$ cat src/rtl/ha_array_product_reducer.sv
// ha_array_product_reducer: serially sums ha_array rows into a saturated product word
module ha_array_product_reducer #(
    parameter int ROWS      = 4,
    parameter int T_W       = 9,
    parameter int B_W       = 7,
    parameter int B_SHIFT   = 2,
    parameter int ROW_SHIFT = 2,
    parameter int OUT_W     = 16
) (
    input  logic                  clk,
    input  logic                  rst_n,
    input  logic                  in_valid,
    output logic                  in_ready,
    input  logic [ROWS*T_W-1:0]   ha_t,
    input  logic [ROWS*B_W-1:0]   ha_b,
    output logic                  out_valid,
    input  logic                  out_ready,
    output logic [OUT_W-1:0]      product,
    output logic                  ovf
);
    localparam int ACC_W = OUT_W + 2;
    localparam int CW    = ROWS > 1 ? $clog2(ROWS) : 1;

    typedef enum logic [1:0] {IDLE, ACC, OUT} state_t;

    state_t              state;
    logic [ROWS*T_W-1:0] t_q;
    logic [ROWS*B_W-1:0] b_q;
    logic [ACC_W-1:0]    acc;
    logic [CW-1:0]       cnt;
    logic [T_W-1:0]      t_r;
    logic [B_W-1:0]      b_r;
    logic [ACC_W-1:0]    contrib;
    logic [ACC_W-1:0]    sum;
    logic                accept;
    logic                last;

    assign t_r       = t_q[cnt*T_W +: T_W];
    assign b_r       = b_q[cnt*B_W +: B_W];
    assign contrib   = (ACC_W'(t_r) + (ACC_W'(b_r) << B_SHIFT)) << (ROW_SHIFT*cnt);
    assign sum       = acc + contrib;
    assign last      = cnt == CW'(ROWS-1);
    assign out_valid = state == OUT;
    assign in_ready  = state == IDLE || (state == OUT && out_ready);
    assign accept    = in_valid && in_ready;

    // Capture rows, accumulate one row per cycle, then present the saturated result
    always_ff @(posedge clk or negedge rst_n) begin
        if (!rst_n) begin
            state   <= IDLE;
            t_q     <= '0;
            b_q     <= '0;
            acc     <= '0;
            cnt     <= '0;
            product <= '0;
            ovf     <= 1'b0;
        end else if (state == ACC) begin
            acc <= sum;
            cnt <= cnt + 1'b1;
            if (last) begin
                state   <= OUT;
                ovf     <= sum[ACC_W-1:OUT_W] != '0;
                product <= sum[ACC_W-1:OUT_W] != '0 ? '1 : sum[OUT_W-1:0];
            end
        end else if (accept) begin
            state <= ACC;
            t_q   <= ha_t;
            b_q   <= ha_b;
            acc   <= '0;
            cnt   <= '0;
        end else if (out_valid && out_ready) begin
            state <= IDLE;
        end
    end
endmodule

$ cat config.mk
export PLATFORM = sky130hd
export DESIGN_NAME = ha_array_product_reducer
export DESIGN_NICKNAME = d
export VERILOG_FILES = /design/src/rtl/ha_array_product_reducer.sv
export SDC_FILE = /design/constraint.sdc
export NUM_CORES = 1
export LEC_CHECK = 0
export ABC_AREA = 1
export CORE_ASPECT_RATIO = 1.2
export CORE_MARGIN = 2
export CORE_UTILIZATION = 55
export DETAILED_ROUTE_END_ITERATION = 6
export PLACE_DENSITY = 0.8
export SYNTH_ARGS = -nofsm -noshare
export SYNTH_HDL_FRONTEND = slang
export SYNTH_SLANG_ARGS = --single-unit
$ cat constraint.sdc
create_clock -name clk -period 4.3 [get_ports clk]
set_input_delay 0.645 -clock clk [delete_from_list [all_inputs] [get_ports clk]]
set_output_delay 0.645 -clock clk [all_outputs]
set_load 0.05 [all_outputs]
==> run summary, run 1 <==
CP Class = register to register
max_cap viols = 0
Die X = 100.4 um
clock sink count = 103
vias post-DR = 5,195
status = finished clean
final setup vio count = 0
worst-path cell chain = buf_4 -> o21ai_1 -> o22ai_1 -> ha_1 -> fa_1 -> a31oi_2 -> xor2_1 -> o21ai_0 -> nand2_1 -> o21ai_0 -> ha_1 -> nand2_1 -> inv_1 -> nand2_1 -> nand2_1 -> a21oi_2 -> nand3_1 -> nand2_4 -> nand3_1 -> nor2_1 -> nor2_1
most common cell after layout, fill and taps aside = nand2_1
TritonRoute pass-1 iters = 5
syn nets = 788
Period Utilization, post-route = 93.68%
CTS Buffer Depth = 2
ANT nets after route = 0
1st-iter DRT viols = 263
FMAX = 0.2482 GHz
die outline height = 119.6 um
Least-Margin Pin Slew = 0.8712 ns
largest net degree at the start of global routing = 71
Synth Register Bits = 103
Setup TNS = 0 ns
sequential cell area fraction in the yosys report = 42.06%
number of remaining DRC errors = 0
hold buffers post-CTS = 0
first-pass GRT wire length = 23,980 um
ant diodes = 0
Worst Clk Skew = 0.008274 ns
Post-Syn Area = 6128 um^2
grt met2 use = 44.84%
Clock transition at path regs = 0.07 ns
Fin. Hold Viols = 0
total grt overflow = 0
met1 usage = 29.91%
H-Tree Depth = 3
I/O pin cnt = 87
Layout area overhead = 22.23%
# fillers = 868
cell count after synthesis = 694
Worst path most repeated cell = nand2_1
Port Buffers = 86
Final Slew Violations = 0
met3 Track Usage GR = 3.378%
Final #Nets = 874
crit-path leading delay family = adder cells
crit path capture type = register
routed vias/inst = 5.665
worst hold path class = primary input to async pin
WP buf/inv = 2
FP Rows = 42
Netlist cell types = 38
die area = 12,010 um^2
slowest CP cell = fa_1
Root Buffer = clkbuf_16
Synth Warn # = 0
Most Crowded Layer GR = met2
CP max stage delay = 0.44 ns
WL per Instance = 16.01 um
Initial Utilization = 56.07%
number of global-route vias before repair = 5,183
Tmin final = 4.028 ns
initial antenna violation count = 0
most frequent cells in the layout = nand2_1 (130), dfrtp_1 (102), clkdlybuf4s50_1 (85), nor2_1 (72), mux2_2 (64)
gp weighted congestion = 1.030
routed wire length = 14,690 um
core area = 10,930 um^2
layout cell share with drive strength beyond 1 = 20.51%
Max-slew headroom = 41.92%
worst skew pair latency = 0.35 ns
Arr. time, crit path = 4.28 ns
post-detail-place hpwl = 10,850 um
crit-path max FO = 30
crit start category = register
post-synthesis average cell area = 8.831 um^2
CP Data Required Time = 4.55 ns
CTS buffer count = 9
CTS tree = yes
GRT Util Overall = 25.13%
-- worst paths after layout --
path / depth (start not counted) / start / slack, ns / endpoint
min reg2reg: 2 / acc[13]$_DFFE_PN0P_ / 0.50 / acc[13]$_DFFE_PN0P_
max reg2reg: 21 / cnt[0]$_DFFE_PN0P_ / 0.27 / product[13]$_DFFE_PN0P_
max: 21 / cnt[0]$_DFFE_PN0P_ / 0.27 / product[13]$_DFFE_PN0P_
max in group asynchronous: 2 / rst_n / 2.90 / b_q[8]$_DFFE_PN0P_
min in group clk: 2 / acc[13]$_DFFE_PN0P_ / 0.50 / acc[13]$_DFFE_PN0P_
min: 1 / rst_n / 0.40 / acc[14]$_DFFE_PN0P_
-- synth_stat cells, drive strengths merged --
| cell | n | area, um^2 |
|---|---|---|
| nand3b | 4 | 30.03 |
| o21bai | 2 | 15.01 |
| a32o | 2 | 20.02 |
| a22o | 13 | 113.9 |
| nand2b | 1 | 6.260 |
| a21oi | 18 | 101.4 |
| ha | 24 | 300.3 |
| xnor2 | 2 | 17.52 |
| nand2 | 142 | 570.5 |
| dfrtp | 103 | 2577 |
| a31oi | 1 | 6.260 |
| a2bb2oi | 1 | 15.01 |
| fa | 2 | 40.04 |
| or2 | 16 | 100.1 |
| mux2i | 1 | 10.01 |
| o21ai | 49 | 245.2 |
| buf | 17 | 115.1 |
| clkbuf | 12 | 45.04 |
| nor2 | 78 | 312.8 |
| nor3 | 1 | 5.000 |
| nand3 | 41 | 265.3 |
| o22ai | 16 | 100.1 |
| mux2 | 64 | 720.7 |
| xor2 | 10 | 87.58 |
| nand4 | 9 | 56.30 |
| inv | 62 | 232.7 |
| and2 | 3 | 18.77 |
-- layer usage --
metal | wire length (um) | vias to the layer above
met4 | 478 | 0
met2 | 7705 | 164
li1 | - | 2497
met3 | 614 | 39
met5 | 0 | -
met1 | 5886 | 2495
-- sequential cells by signal, summed over array words and instances (netlist names) --
name	cells
cnt	2
t_q	36
state	2
ovf	1
product	16
acc	18
b_q	28
-- through the flow --
step | hold slack [ns] | cells | worst slack [ns] | area, um^2 | util (%)
global placement | 0.4771 | 893 | 0.3416 | 7069 | 64.67
finish | 0.3989 | 917 | 0.2717 | 7491 | 68.53
detailed placement | 0.4821 | 893 | 0.2582 | 7069 | 64.67
floorplan | 0.3494 | 694 | 0.5330 | 6128 | -
CTS | 0.4524 | 909 | 0.2466 | 7395 | 67.65
global route | 0.4816 | 917 | -0.03532 | 7491 | 68.53
-- logic make-up after synthesis --
kind of cell | count (synthesis) | synth area share [%]
adder cells (fa/ha/maj) | 26 | 5.553
buffers and inverters | 91 | 6.411
AND/OR/NAND/NOR | 295 | 22.27
XOR/XNOR | 12 | 1.715
multiplexers | 65 | 11.92
flip-flops | 103 | 42.06
AO/OA/AOI/OAI | 102 | 10.07
-- worst register-to-register path, cell delays in order, from the launching register on --
cell,delay [ns]
dfrtp_1,0.40
buf_4,0.23
o21ai_1,0.16
o22ai_1,0.11
ha_1,0.26
fa_1,0.44
a31oi_2,0.21
xor2_1,0.21
o21ai_0,0.14
nand2_1,0.08
o21ai_0,0.13
ha_1,0.40
nand2_1,0.15
inv_1,0.05
nand2_1,0.06
nand2_1,0.07
a21oi_2,0.20
nand3_1,0.15
nand2_4,0.22
nand3_1,0.11
nor2_1,0.10
nor2_1,0.05
-- timing repair --
| action | in CTS | in global routing |
|---|---|---|
| buffers inserted | 0 | 6 |
| gates resized for setup | 0 | 12 |
| setup endpoints to repair | 0 | 19 |
-- layout make-up --
cell class / count / area [um^2] / area share [%]
Sequential cell: 103 / 2579 / 34.42
Clock buffer: 10 / 239.0 / 3.190
Timing Repair inverter: 1 / 7.507 / 0.1002
Tap cell: 132 / 165.2 / 2.205
Clock inverter: 6 / 86.33 / 1.152
Multi-Input combinational cell: 501 / 3188 / 42.56
Inverter: 62 / 236.5 / 3.157
Timing Repair Buffer: 102 / 989.7 / 13.21
Power of run 1 is not shown: default switching activity piles up to over one toggle a cycle in this logic, so the estimate is an artifact.
==> run 2: changes to the inputs <==
--- a/config.mk
+++ b/config.mk
@@ -6,6 +6,7 @@
 export NUM_CORES = 1
 export LEC_CHECK = 0
 export ABC_AREA = 1
+export CAP_MARGIN = 20
 export CORE_ASPECT_RATIO = 1.2
 export CORE_MARGIN = 2
 export CORE_UTILIZATION = 55
==> results of run 2 <==
Final layout, timing and power as in run 1 (identical DEF).
Power of run 2 is left out for the same reason.
